$ cat src/rtl/reqrsp_rr_mux.sv
// reqrsp_rr_mux: round-robin N:1 reqrsp multiplexer; responses are routed back in issue order
// through a FIFO of granted indices.
package reqrsp_rr_mux_pkg;
  function automatic int idx_width(int n);
    return (n > 1) ? $clog2(n) : 1;
  endfunction
  typedef struct packed {
    logic [31:0] addr;
    logic        write;
    logic [31:0] data;
  } q_t;
  typedef struct packed {
    logic [31:0] data;
    logic        error;
  } p_t;
  typedef struct packed {
    q_t   q;
    logic q_valid;
    logic p_ready;
  } req_t;
  typedef struct packed {
    p_t   p;
    logic p_valid;
    logic q_ready;
  } rsp_t;
endpackage

module reqrsp_rr_mux #(
  parameter int  NrPorts      = 2,
  parameter int  MaxTrans     = 4,
  parameter type reqrsp_req_t = reqrsp_rr_mux_pkg::req_t,
  parameter type reqrsp_rsp_t = reqrsp_rr_mux_pkg::rsp_t
) (
  input  logic        clk_i,
  input  logic        rst_ni,
  input  reqrsp_req_t slv_req_i [NrPorts],
  output reqrsp_rsp_t slv_rsp_o [NrPorts],
  output reqrsp_req_t mst_req_o,
  input  reqrsp_rsp_t mst_rsp_i
);
  localparam int IdxW = reqrsp_rr_mux_pkg::idx_width(NrPorts);
  localparam int PtrW = reqrsp_rr_mux_pkg::idx_width(MaxTrans);
  localparam int CntW = reqrsp_rr_mux_pkg::idx_width(MaxTrans + 1);

  if (NrPorts < 2) begin : g_chk_ports
    $fatal(1, "reqrsp_rr_mux: NrPorts must be at least 2");
  end
  if (MaxTrans < 1) begin : g_chk_trans
    $fatal(1, "reqrsp_rr_mux: MaxTrans must be at least 1");
  end

  logic [IdxW-1:0] r_rr, r_lock_idx, w_arb_idx, w_idx, w_head;
  logic [IdxW-1:0] r_route [MaxTrans];
  logic [PtrW-1:0] r_wr, r_rd;
  logic [CntW-1:0] r_cnt;
  logic            r_lock, w_valid, w_full, w_empty, w_mst_q_valid, w_q_hs, w_p_ready, w_p_hs;

  // Scan downwards so the lowest offset from r_rr is the last, and winning, assignment.
  always_comb begin
    w_arb_idx = r_rr;
    for (int k = NrPorts - 1; k >= 0; k--)
      if (slv_req_i[IdxW'((int'(r_rr) + k) % NrPorts)].q_valid)
        w_arb_idx = IdxW'((int'(r_rr) + k) % NrPorts);
  end

  assign w_idx         = r_lock ? r_lock_idx : w_arb_idx;
  assign w_valid       = slv_req_i[w_idx].q_valid;
  assign w_full        = r_cnt == CntW'(MaxTrans);
  assign w_empty       = r_cnt == '0;
  assign w_mst_q_valid = w_valid & ~w_full;
  assign w_q_hs        = w_mst_q_valid & mst_rsp_i.q_ready;
  assign w_head        = r_route[r_rd];
  assign w_p_ready     = ~w_empty & slv_req_i[w_head].p_ready;
  assign w_p_hs        = w_p_ready & mst_rsp_i.p_valid;

  always_comb begin
    mst_req_o         = slv_req_i[w_idx];
    mst_req_o.q_valid = w_mst_q_valid;
    mst_req_o.p_ready = w_p_ready;
  end

  always_comb begin
    for (int i = 0; i < NrPorts; i++) begin
      slv_rsp_o[i]         = mst_rsp_i;
      slv_rsp_o[i].q_ready = w_q_hs && (w_idx == IdxW'(i));
      slv_rsp_o[i].p_valid = ~w_empty && mst_rsp_i.p_valid && (w_head == IdxW'(i));
    end
  end

  always_ff @(posedge clk_i) begin
    if (!rst_ni) begin
      r_rr       <= '0;
      r_lock     <= 1'b0;
      r_lock_idx <= '0;
      r_wr       <= '0;
      r_rd       <= '0;
      r_cnt      <= '0;
    end else begin
      r_lock     <= w_mst_q_valid & ~mst_rsp_i.q_ready;
      r_lock_idx <= w_idx;
      r_cnt      <= r_cnt + CntW'(w_q_hs) - CntW'(w_p_hs);
      if (w_q_hs) begin
        r_rr <= (w_idx == IdxW'(NrPorts - 1)) ? '0 : w_idx + 1'b1;
        r_wr <= (r_wr == PtrW'(MaxTrans - 1)) ? '0 : r_wr + 1'b1;
      end
      if (w_p_hs) r_rd <= (r_rd == PtrW'(MaxTrans - 1)) ? '0 : r_rd + 1'b1;
    end
  end

  always_ff @(posedge clk_i) begin
    if (w_q_hs) r_route[r_wr] <= w_idx;
  end

  a_no_rsp_when_empty: assert property (@(posedge clk_i) disable iff (!rst_ni)
    !(mst_rsp_i.p_valid && w_empty));
  a_cnt_max: assert property (@(posedge clk_i) disable iff (!rst_ni)
    r_cnt <= CntW'(MaxTrans));
  a_cnt_underflow: assert property (@(posedge clk_i) disable iff (!rst_ni)
    !(w_empty && w_p_hs));

  for (genvar i = 0; i < NrPorts; i++) begin : g_stable
    a_q_stable: assert property (@(posedge clk_i) disable iff (!rst_ni)
      slv_req_i[i].q_valid && !slv_rsp_o[i].q_ready |=>
        slv_req_i[i].q_valid && slv_req_i[i].q == $past(slv_req_i[i].q));
  end
endmodule

$ cat config.mk
export PLATFORM = sky130hd
export DESIGN_NAME = reqrsp_rr_mux
export DESIGN_NICKNAME = d
export VERILOG_FILES = /design/src/rtl/reqrsp_rr_mux.sv
export SDC_FILE = /design/constraint.sdc
export NUM_CORES = 1
export LEC_CHECK = 0
export CAP_MARGIN = 20
export CORE_AREA = 2 2 120 122
export CTS_CLUSTER_SIZE = 28
export DETAILED_ROUTE_END_ITERATION = 7
export DIE_AREA = 0 0 122 124
export HOLD_SLACK_MARGIN = 0.12
export RECOVER_POWER = 100
export SYNTH_ARGS = -nofsm -noshare
export SYNTH_HDL_FRONTEND = slang
export SYNTH_SLANG_ARGS = --single-unit
export TNS_END_PERCENT = 1
$ cat constraint.sdc
create_clock -name clk_i -period 5 [get_ports clk_i]
set_input_delay 0.5 -clock clk_i [delete_from_list [all_inputs] [get_ports clk_i]]
set_output_delay 0.5 -clock clk_i [all_outputs]
set_load 0.05 [all_outputs]
**Yosys cells after proc, flatten, opt, wreduce, memory -nomap -nowiden**

Memory sizes are Yosys's and may differ from the RTL's. A register that Yosys moved wholly into a read port is not among the register bits.
Index checks and enable logic that the tools add are counted.

- Bitwise gates (word level): 14
- Reductions and logical operators: 6
- Mux-type cells: 20
- Add/subtract/negate cells: 6
- $lt $le $gt $ge: 4
- Divide/modulo/power cells: 0
- Shifts and indexed selects: 0
- Multiply operators: 0
- Equality and inequality tests: 3

Operators with widths:

| operator | count |
|---|---|
| 67-bit 2-to-1 mux | 3 |
| 2-bit 2-to-1 mux | 8 |
| 1-bit 2-to-1 mux | 9 |
| 1-bit inverter | 7 |
| 1-bit AND | 5 |
| 1-bit logical AND | 5 |
| 2-bit by 1-bit adder with 2-bit output, second input constant | 2 |
| 2-bit equality test, second input constant | 2 |
| 1-bit by 2-bit >= comparator with 1-bit output, second input constant | 2 |
| 2-bit >= comparator, second input constant | 2 |
| 1-bit inverter with 2-bit output | 2 |
| 3-bit by 1-bit adder with 3-bit output | 1 |
| 3-bit equality test, second input constant | 1 |
| 3-bit zero test | 1 |
| 3-bit by 1-bit subtractor with 3-bit output | 1 |
| 1-bit adder, second input constant | 2 |

- Memory bits (writable): 4
- Bits in latches: 0
- Memory bits (read-only): 0
- Output and inout port bits: 137
- Logic and storage cells: 60
- Register bits after elaboration: 10
- Bits of input ports: 171
- Memories: 1

Memory list:

| memory | depth | width | rd ports | clocked after Yosys merged registers in | write ports | line | source |
|---|---|---|---|---|---|---|---|
| r_route | 4 | 1 | 1 | 1 | 1 | 53 | `logic [IdxW-1:0] r_route [MaxTrans];` |

**Longest topological paths before layout**

Gate-level depths: netlist of run 1.

- Depth in word-level cells: 16
- Mapped depth: 12
- Mapped depth without buffers: 12

**Least setup slack after synthesis of run 1**

No wires, ideal clock.

- Path type: flip-flop to flip-flop
- Start point: register (tool-made name)
- End point: register r_cnt[2]
- Data arrival time: 2329 ps
- Library setup time: 119 ps
- Setup slack: 2552 ps
- Path buffers: 0
- Cell stages (with the launch flop): 11
- Cell sequence: dfxtp_1 > mux4_2 > mux2i_1 > ha_1 > inv_1 > ha_1 > inv_1 > fa_1 > xor2_1 > xnor2_1 > nor2_1

RTL lines:

| item | line | source |
|---|---|---|
| to (signal assigned) | 101 | `r_cnt <= r_cnt + CntW'(w_q_hs) - CntW'(w_p_hs);` |
| to (decl) | 55 | `logic [CntW-1:0] r_cnt;` |

==> results of run 1 <==
[synth_stat cells, types with 2 or more instances]
cell	instances	area, µm²
mux2_2	65	732.0
o21ai_0	5	25.02
mux2i_1	3	30.03
buf_4	68	510.5
o311ai_0	2	17.52
inv_1	7	26.28
or3b_2	2	17.52
dfxtp_1	12	240.2
nand3_1	3	15.01
nor2_1	8	30.03
edfxtp_1	4	120.1
a21oi_1	3	15.01
and2_1	6	37.54
ha_1	7	87.58
nor2b_1	2	12.51
clkbuf_1	7	26.28
nand2_1	4	15.01
[power by group through the flow]
stage	logic (µW)	registers (µW)	clock network [µW]
2_1_floorplan	781	180	0
3_3_place_gp	973	186	0
3_5_place_dp	980	187	0
4_1_cts	987	185	157
5_1_grt	991	188	163
6_report	937	185	154
[final timing paths]
kind / end / depth (start not counted)
worst max register to register: r_cnt[2] / 13
worst max-delay path: mst_req_o[1] / 5
worst min register to register: r_rr / 2
worst min-delay path: r_rr / 2
[stage by stage]
| step | setup WS (ps) | hold slack (ps) | power (µW) |
|---|---|---|---|
| after floorplan | 2552 | 462.6 | 961.1 |
| after global placement | 2043 | 485.9 | 1159 |
| after detailed placement | 1974 | 510.8 | 1167 |
| after CTS | 1905 | 521.8 | 1329 |
| after global routing | 1692 | 555.2 | 1343 |
| final | 1872 | 518.2 | 1276 |
[cell families (layout without fill, tap and decap cells)]
kind of cell             count (synthesis)  count (layout)  share of synthesized area
flip-flops                              16              16                     0.1738
multiplexers                            70              70                     0.3893
AO/OA/AOI/OAI                           10              10                    0.02776
buffers and inverters                   82             221                     0.2716
XOR/XNOR                                 2               2                   0.008451
AND/OR/NAND/NOR                         30              30                    0.07725
adder cells (fa/ha/maj)                  8               8                    0.05190
[tightest hold or removal path: cells and delay by family (launching register included)]
family	cells	cell delay (ps)
AOI/OAI and AO/OA	1	60
and+or+nand+nor	1	70
DFF	1	340
[cell usage in the layout, fill, tap and decap left out]
master / Yosys / layout
and3_1: 1 / 1
nand3_1: 3 / 3
and2_0: 0 / 4
clkbuf_16: 0 / 3
buf_4: 68 / 2
mux2i_1: 3 / 3
edfxtp_1: 4 / 4
o21ai_0: 5 / 5
nand2_1: 4 / 4
mux2i_4: 1 / 1
or3b_2: 2 / 2
fa_1: 1 / 1
nand2b_1: 1 / 1
nor3b_1: 1 / 1
nor2b_1: 2 / 2
mux4_2: 1 / 1
xor2_1: 1 / 1
nor2_1: 8 / 8
o311ai_0: 2 / 2
or4_1: 1 / 1
nor3_1: 1 / 1
dlygate4sd3_1: 0 / 72
mux2_2: 65 / 65
clkdlybuf4s50_1: 0 / 136
xnor2_1: 1 / 1
and2_1: 6 / 2
a21oi_1: 3 / 3
dfxtp_1: 12 / 12
ha_1: 7 / 7
clkinv_1: 0 / 1
inv_1: 7 / 7
[routing by layer]
layer / GRT usage / up-vias / routed length (µm)
met5: 0 / - / 0
met4: 0.006466 / 0 / 25
met3: 0.05540 / 5 / 1042
met2: 0.1875 / 150 / 4449
met1: 0.1309 / 901 / 3486
li1: - / 957 / -
[final cells by class]
type	count	area, µm²
clock buffer	3	75.07
clock inverter	1	3.754
fill	1459	9782
inverter	7	26.28
multi-input combinational	120	1150
sequential	16	360.3
tap	180	225.2
timing repair buffer	210	2097
==> reports/metrics.yaml, run 1 <==
die_height_um: 124
r2r_slack_ps: 1950
ys_seq_area_frac: 0.1738
syn_inst: 218
dpl.hpwl_um: 7907
wirelength_um: 9004
initial_core_util: 0.1511
hold_class: "register to register"
syn_to_final_growth_pct: 89.92
p_int_uw: 644.5
ys_warn_count: 0
hold_buffers: 0
clock.fmax_mhz: 319.7
fin_skew_ps: 4.084
drive_gt1_frac: 0.2073
yosysUniqueCellTypes: 27
core_area_um2: 13720
power.density_nw_per_um2: 324.1
synth_edf_count: 4
clock_power_share: 0.121
worst_pin_slew_ps: 604.4
netSwitchingPower_uw: 631.8
cts_setup_buffers: 0
clkLatencyLatePin_ps: 240
syn_area_um2: 2073
n_antenna_cell: 0
synth.net_count: 397
max_stage_delay_ps: 780
finalNetCount: 537
grt_first_pass_wirelength_um: 12520
fp.dieArea_um2: 15130
crit_buf_inv: 2
grt_pass1_vias: 2205
min-delay-start: "r_rr"
htreeDepth: 1
clockBufferDepth: 2
grt_overflow: 0
drv_slew: 0
rows: 43
antenna_found_initial: 0
dr.pass1.iters: 4
cts_tree: "done"
synth_ff_type: "dfxtp_1"
path_cells: "mux2i_4 > buf_4 > mux2i_1 > nor2b_1 > dlygate4sd3_1"
reg2reg_from: "r_lock"
route.detailed.drc: 0
switching_share: 0.4950
combinationalPowerShare: 0.734
ir_drop_v: 0.0001200
layout_min_cycle_time_ps: 3128
drt_first_iter_violations: 38
avgSynthCellArea_um2: 9.510
clock-sinks: 16
worstSetupPathType: "register to primary output"
stdcell_count: 537
final_area_um2: 3938
vias_per_cell: 3.749
gr-usage-all-layers: 0.1102
clkTransAtPathRegs_ps: 50
placedCellCount: 533
finish.utilization: 0.2870
port_buffers: 208
drv_cap: 0
slowest_stage: "dlygate4sd3_1"
finalHoldViolations: 0
post_cts_resize_count: 0
via_count: 2013
required_ps: 4500
async_flop_share: 0
status: "completed"
wl_per_cell_um: 16.77
rsz0062_at_grt: "no"
path_max_fanout: 40
share_seq_of_total_power: 0.145
dpl_cell_area_um2: 3859
chipWidth_um: 122
arrival_ps: 2630
slew_headroom: 0.5957
finalSetupViolations: 0
cp_top_family: "buffers and inverters"
cts_buffers: 3
gp_congestion: 0.7477
grt_max_degree: 41
ios: 308
p_leak_uw: 0.001493
cts-root-buf: "clkbuf_16"
ant_nets: 0
crit_start: "r_lock"
cp-start-kind: "register"
final.period_utilization: 0.6256
end_kind: "primary output"
tns_ps: 0
ys_ff_latch: 16
No activity file was read; power rests on OpenSTA's default activity.
==> run 2: changes to the inputs <==
Settings changed: CORE_AREA 2 2 120 122 to 2 2 121 123, DIE_AREA 0 0 122 124 to 0 0 123 125.
Clock period 5 ns to 3.15 ns, I/O delays scaled along.
==> run 2 against run 1 <==
  * Sequential power increased by 55%
  * Routed wire length increased by 4.5%
  * Sequential cell count unchanged
  * Via count increased by 0.35%
  * Register-to-register slack got worse by 1400 ps
  * Clock-buffer cell count increased by 1
  * Largest cell class unchanged
==> reports/metrics.yaml, run 2 (synthesized netlist as in run 1, its figures left out) <==
status: "completed"  # unchanged
syn_to_final_growth_pct: 90.40  # was 89.92%
layout_common_cells: "clkdlybuf4s50_1 (137), dlygate4sd3_1 (71), mux2_2 (65)"  # was clkdlybuf4s50_1 (136), dlygate4sd3_1 (72), mux2_2 (65)
drv_slew: 0  # unchanged
ir_drop_v: 0.0002503  # was 0.0001200 V
htreeDepth: 1  # unchanged
clock_power_share: 0.133  # was 0.121
finalSetupViolations: 0  # unchanged
multiInputGateArea_um2: 1137  # was 1150 µm²
slew_headroom: 0.6166  # was 0.5957
dpl.hpwl_um: 8192  # was 7907 µm
cts_setup_buffers: 0  # unchanged
p_int_uw: 1046  # was 644.5 µW
cts_buffers: 3  # unchanged
rsz0062_at_grt: "no"  # unchanged
rows: 44  # was 43
finalHoldViolations: 0  # unchanged
cts_tree: "done"  # unchanged
finish.utilization: 0.2779  # was 0.2870
hold_depth: 2  # unchanged
grt_overflow: 0  # unchanged
post_cts_resize_count: 0  # unchanged
hold_buffers: 0  # unchanged
ant_nets: 0  # unchanged
power.density_nw_per_um2: 516.7  # was 324.1 nW/µm²
vias_per_cell: 3.734  # was 3.749
drive_gt1_frac: 0.2051  # was 0.2073
reg2regPathDepth: 12  # was 13
route.detailed.drc: 0  # unchanged
seq_area_um2: 360.3  # unchanged
port_buffers: 208  # unchanged
arrival_ps: 2550  # was 2630 ps
ios: 308  # unchanged
grt_max_degree: 71  # was 41
layout_min_cycle_time_ps: 2864
chipWidth_um: 123  # was 122 µm
wl_per_cell_um: 17.39  # was 16.77 µm
wirelength_um: 9409  # was 9004 µm
final.period_utilization: 0.9092
fin_skew_ps: 1.505  # was 4.084 ps
final_common_cell: "clkdlybuf4s50_1"  # unchanged
clock-sinks: 16  # unchanged
worst_pin_slew_ps: 573.3  # was 604.4 ps
core_area_um2: 14200  # was 13720 µm²
end_kind: "primary output"  # unchanged
via_count: 2020  # was 2013
cp-start-kind: "register"  # unchanged
grt_pass1_vias: 2186  # was 2205
fp.dieArea_um2: 15380  # was 15130 µm²
switching_share: 0.4870  # was 0.4950
clkTransAtPathRegs_ps: 50  # about the same
dr.pass1.iters: 4  # unchanged
die_height_um: 125  # was 124 µm
met2_usage: 0.2080  # was 0.1875
tns_ps: 0  # unchanged
initial_core_util: 0.1460  # was 0.1511
clockBufferDepth: 2  # unchanged
worstSetupPathType: "register to primary output"  # unchanged
finalNetCount: 536  # was 537
grtUsageMet3: 0.03285  # was 0.05540
dpl_cell_area_um2: 3869  # was 3859 µm²
grtUsageMet1: 0.1431  # was 0.1309
gp_congestion: 0.7802  # was 0.7477
clkLatencyLatePin_ps: 250  # was 240 ps
netSwitchingPower_uw: 993.3  # was 631.8 µW
final_area_um2: 3948  # was 3938 µm²
hold_class: "register to register"  # unchanged
grt_first_pass_wirelength_um: 13370  # was 12520 µm
clock.fmax_mhz: 349.2
required_ps: 2830  # was 4500 ps
share_seq_of_total_power: 0.141  # was 0.145
gr-usage-all-layers: 0.1167  # was 0.1102
drt_first_iter_violations: 21  # was 38
final.fill_count: 1507  # was 1459
drv_cap: 0  # unchanged
combinationalPowerShare: 0.727  # was 0.734
antenna_found_initial: 0  # unchanged
p_leak_uw: 0.001498  # was 0.001493 µW
top_usage_layer: "met2"  # unchanged
cts-root-buf: "clkbuf_16"  # unchanged
path_max_fanout: 70  # was 40
==> run 2: changes by cell type in the layout (fill, tap and decap cells not counted), sizes merged <==
| cell | previous run | this run |
|---|---|---|
| buf | 2 | 1 |
| clkinv | 1 | 0 |
| clkbuf | 3 | 4 |
| diode | 0 | 1 |
| dlygate4sd3 | 72 | 71 |
| clkdlybuf4s50 | 136 | 137 |
==> run 2: area by class of cell <==
cell class	instances	area share
clock buffers	4	0.02250
diodes	1	0.0006339
well taps	184	0.05832
multi-input cells	120	0.2881
repair buffers	209	0.5325
inverters	7	0.006656
flip-flops and latches	16	0.09128
==> run 2: layer usage <==
metal	vias to the layer above	wire [µm]
li1	956	-
met1	909	3894
met2	151	4644
met3	4	833
met4	0	36
met5	-	0
==> run 2: worst max-delay path: stages, from the launching register on <==
cell,delay (ps)
dfxtp_1,320
mux2i_1,370
buf_12,340
mux2_2,410
dlygate4sd3_1,770
==> run 2: through the flow <==
step | hold slack [ps] | cells | setup slack (ps) | total power (µW)
2_1_floorplan | 391.1 | 218 | 702.0 | 1526
3_3_place_gp | 489.7 | 536 | 523.9 | 1845
3_5_place_dp | 506.8 | 536 | 459.7 | 1855
4_1_cts | 514.8 | 540 | 389.0 | 2138
5_1_grt | 511.9 | 540 | 224.7 | 2143
6_report | 479.6 | 541 | 286.1 | 2040
==> run 2: path summary, 6_finish.rpt <==
path / startpoint / end / slack, ps
max: r_lock / mst_req_o[42] / 290
min: r_rr / r_rr / 480
max reg2reg: r_lock / r_cnt[2] / 520
min reg2reg: r_rr / r_rr / 480
==> run 2: power by group through the flow <==
stage               Clock, µW  Combinational (µW)  Sequential, µW
finish                    270                1480             287
global route              283                1570             295
CTS                       278                1570             290
detailed placement          0                1560             295
global placement            0                1550             291
floorplan                   0                1240             286
==> run 3: changes to the inputs <==
Settings changed: CORE_AREA 2 2 121 123 to 2 2 120 122, DIE_AREA 0 0 123 125 to 0 0 122 124.
Clock period 3.15 ns to 3.3 ns, I/O delays scaled along.
==> run 3 against run 2 <==
  * Clock skew up 1.3 ps
  * Register-to-register slack gained 130 ps
  * Sequential cell count unchanged
  * Highest routed layer is now met5
==> reports/metrics.yaml, run 3 (synthesized netlist as in run 1, its figures left out) <==
status: "completed"  # unchanged
antenna_found_initial: 1  # was 0
hold_class: "register to register"  # unchanged
port_buffers: 208  # unchanged
final.fill_count: 1444  # was 1507
cts-root-buf: "clkbuf_16"  # unchanged
drv_slew: 0  # unchanged
core_area_um2: 13720  # was 14200 µm²
wl_per_cell_um: 16.79  # was 17.39 µm
finish.utilization: 0.2861  # was 0.2779
rsz0062_at_grt: "no"  # unchanged
hold_buffers: 0  # unchanged
clock.fmax_mhz: 329.4
route.detailed.drc: 0  # unchanged
initial_core_util: 0.1511  # was 0.1460
finalSetupViolations: 0  # unchanged
power.density_nw_per_um2: 487.3  # was 516.7 nW/µm²
p_leak_uw: 0.001491  # was 0.001498 µW
finalHoldViolations: 0  # unchanged
clock-sinks: 16  # unchanged
worst_pin_slew_ps: 612.3  # was 573.3 ps
dpl.hpwl_um: 7785  # was 8192 µm
required_ps: 2970  # was 2830 ps
rows: 43  # was 44
dr.pass1.iters: 4  # unchanged
finalNetCount: 537  # was 536
syn_to_final_growth_pct: 89.32  # was 90.40%
cts_tree: "done"  # unchanged
post_cts_resize_count: 0  # unchanged
cp-start-kind: "register"  # unchanged
drive_gt1_frac: 0.2045  # was 0.2051
cts_setup_buffers: 0  # unchanged
grt_pass1_vias: 2171  # was 2186
tns_ps: 0  # unchanged
htreeDepth: 1  # unchanged
via_count: 2015  # was 2020
dpl_worst_slack_ps: 601.0  # was 459.7 ps
met1_length_um: 3734  # was 3894 µm
ios: 308  # unchanged
chipWidth_um: 122  # was 123 µm
layout_min_cycle_time_ps: 3035
vias_per_cell: 3.752  # was 3.734
final_common_cell: "clkdlybuf4s50_1"  # unchanged
layout_common_cells: "clkdlybuf4s50_1 (137), dlygate4sd3_1 (71), mux2_2 (65)"  # unchanged
clkLatencyLatePin_ps: 250  # about the same
fin_ws_ps: 264.6  # was 286.1 ps
grt_first_pass_wirelength_um: 12520  # was 13370 µm
fin_skew_ps: 2.844  # was 1.505 ps
met3_length_um: 964  # was 833 µm
end_kind: "primary output"  # unchanged
clockBufferDepth: 2  # unchanged
grt_overflow: 0  # unchanged
ir_drop_v: 0.0001733  # was 0.0002503 V
drv_cap: 0  # unchanged
gr-usage-all-layers: 0.1114  # was 0.1167
path_max_fanout: 48  # was 70
gp_congestion: 0.7597  # was 0.7802
clkTransAtPathRegs_ps: 50  # about the same
drt_first_iter_violations: 59  # was 21
worstSetupPathType: "register to primary output"  # unchanged
ant_nets: 0  # unchanged
wirelength_um: 9015  # was 9409 µm
dr_wl_met2_um: 4207  # was 4644 µm
cts_buffers: 3  # unchanged
die_height_um: 124  # was 125 µm
grt_max_degree: 49  # was 71
fp.dieArea_um2: 15130  # was 15380 µm²
arrival_ps: 2710  # was 2550 ps
final.period_utilization: 0.9198
topRoutingLayerUsed: "met5"  # was met4
slew_headroom: 0.5918  # was 0.6166
n_antenna_cell: 0  # was 1
run 3: changes by cell type in the layout (fill, tap and decap cells not counted), sizes merged:
cell    delta
clkinv     +1
clkbuf     -1
buf        +1
diode      -1
run 3: stage by stage:
stage | hold slack [ps] | instance area [µm²] | instances | power (µW)
after floorplan | 406.1 | 2073 | 218 | 1456
after global placement | 495.7 | 3859 | 533 | 1752
after detailed placement | 499.1 | 3859 | 533 | 1757
after CTS | 505.3 | 3938 | 537 | 2006
after global routing | 489.1 | 3925 | 537 | 2018
final | 477.2 | 3925 | 537 | 1913
run 3: final timing paths:
path | start | endpoint | slack, ps | depth (start not counted)
max | r_lock | mst_req_o[53] | 260 | 4
min | r_rr | r_rr | 480 | 2
max reg2reg | r_lock | r_cnt[2] | 650 | 12
min reg2reg | r_rr | r_rr | 480 | 2
run 3: critical path, cell delays in order (launching register included):
cell and delay, ps:
dfxtp_1 320, mux2i_1 330, buf_4 550, mux2_2 410
dlygate4sd3_1 790
run 3: routing by layer:
| layer | track usage | up-vias |
|---|---|---|
| li1 | - | 960 |
| met1 | 0.1439 | 894 |
| met2 | 0.1735 | 151 |
| met3 | 0.04533 | 8 |
| met4 | 0.02586 | 2 |
| met5 | 0 | - |
run 3: final cells by class:
class                      instances  area [µm²]  area share
tap                              180       225.2     0.05738
inverter                           7       26.28    0.006694
clock inverter                     1       3.754   0.0009563
clock buffer                       3       75.07     0.01913
sequential                        16       360.3     0.09181
multi-input combinational        120        1137      0.2898
timing repair buffer             210        2097      0.5343
run 3: power breakdown:
group	switching, µW	internal [µW]	total (µW)	leakage, µW
sequential	35.4	241	276	0.000135
clock	72.5	160	233	0.0000385
combinational	835	569	1400	0.00132
total	942	970	1910	0.00149
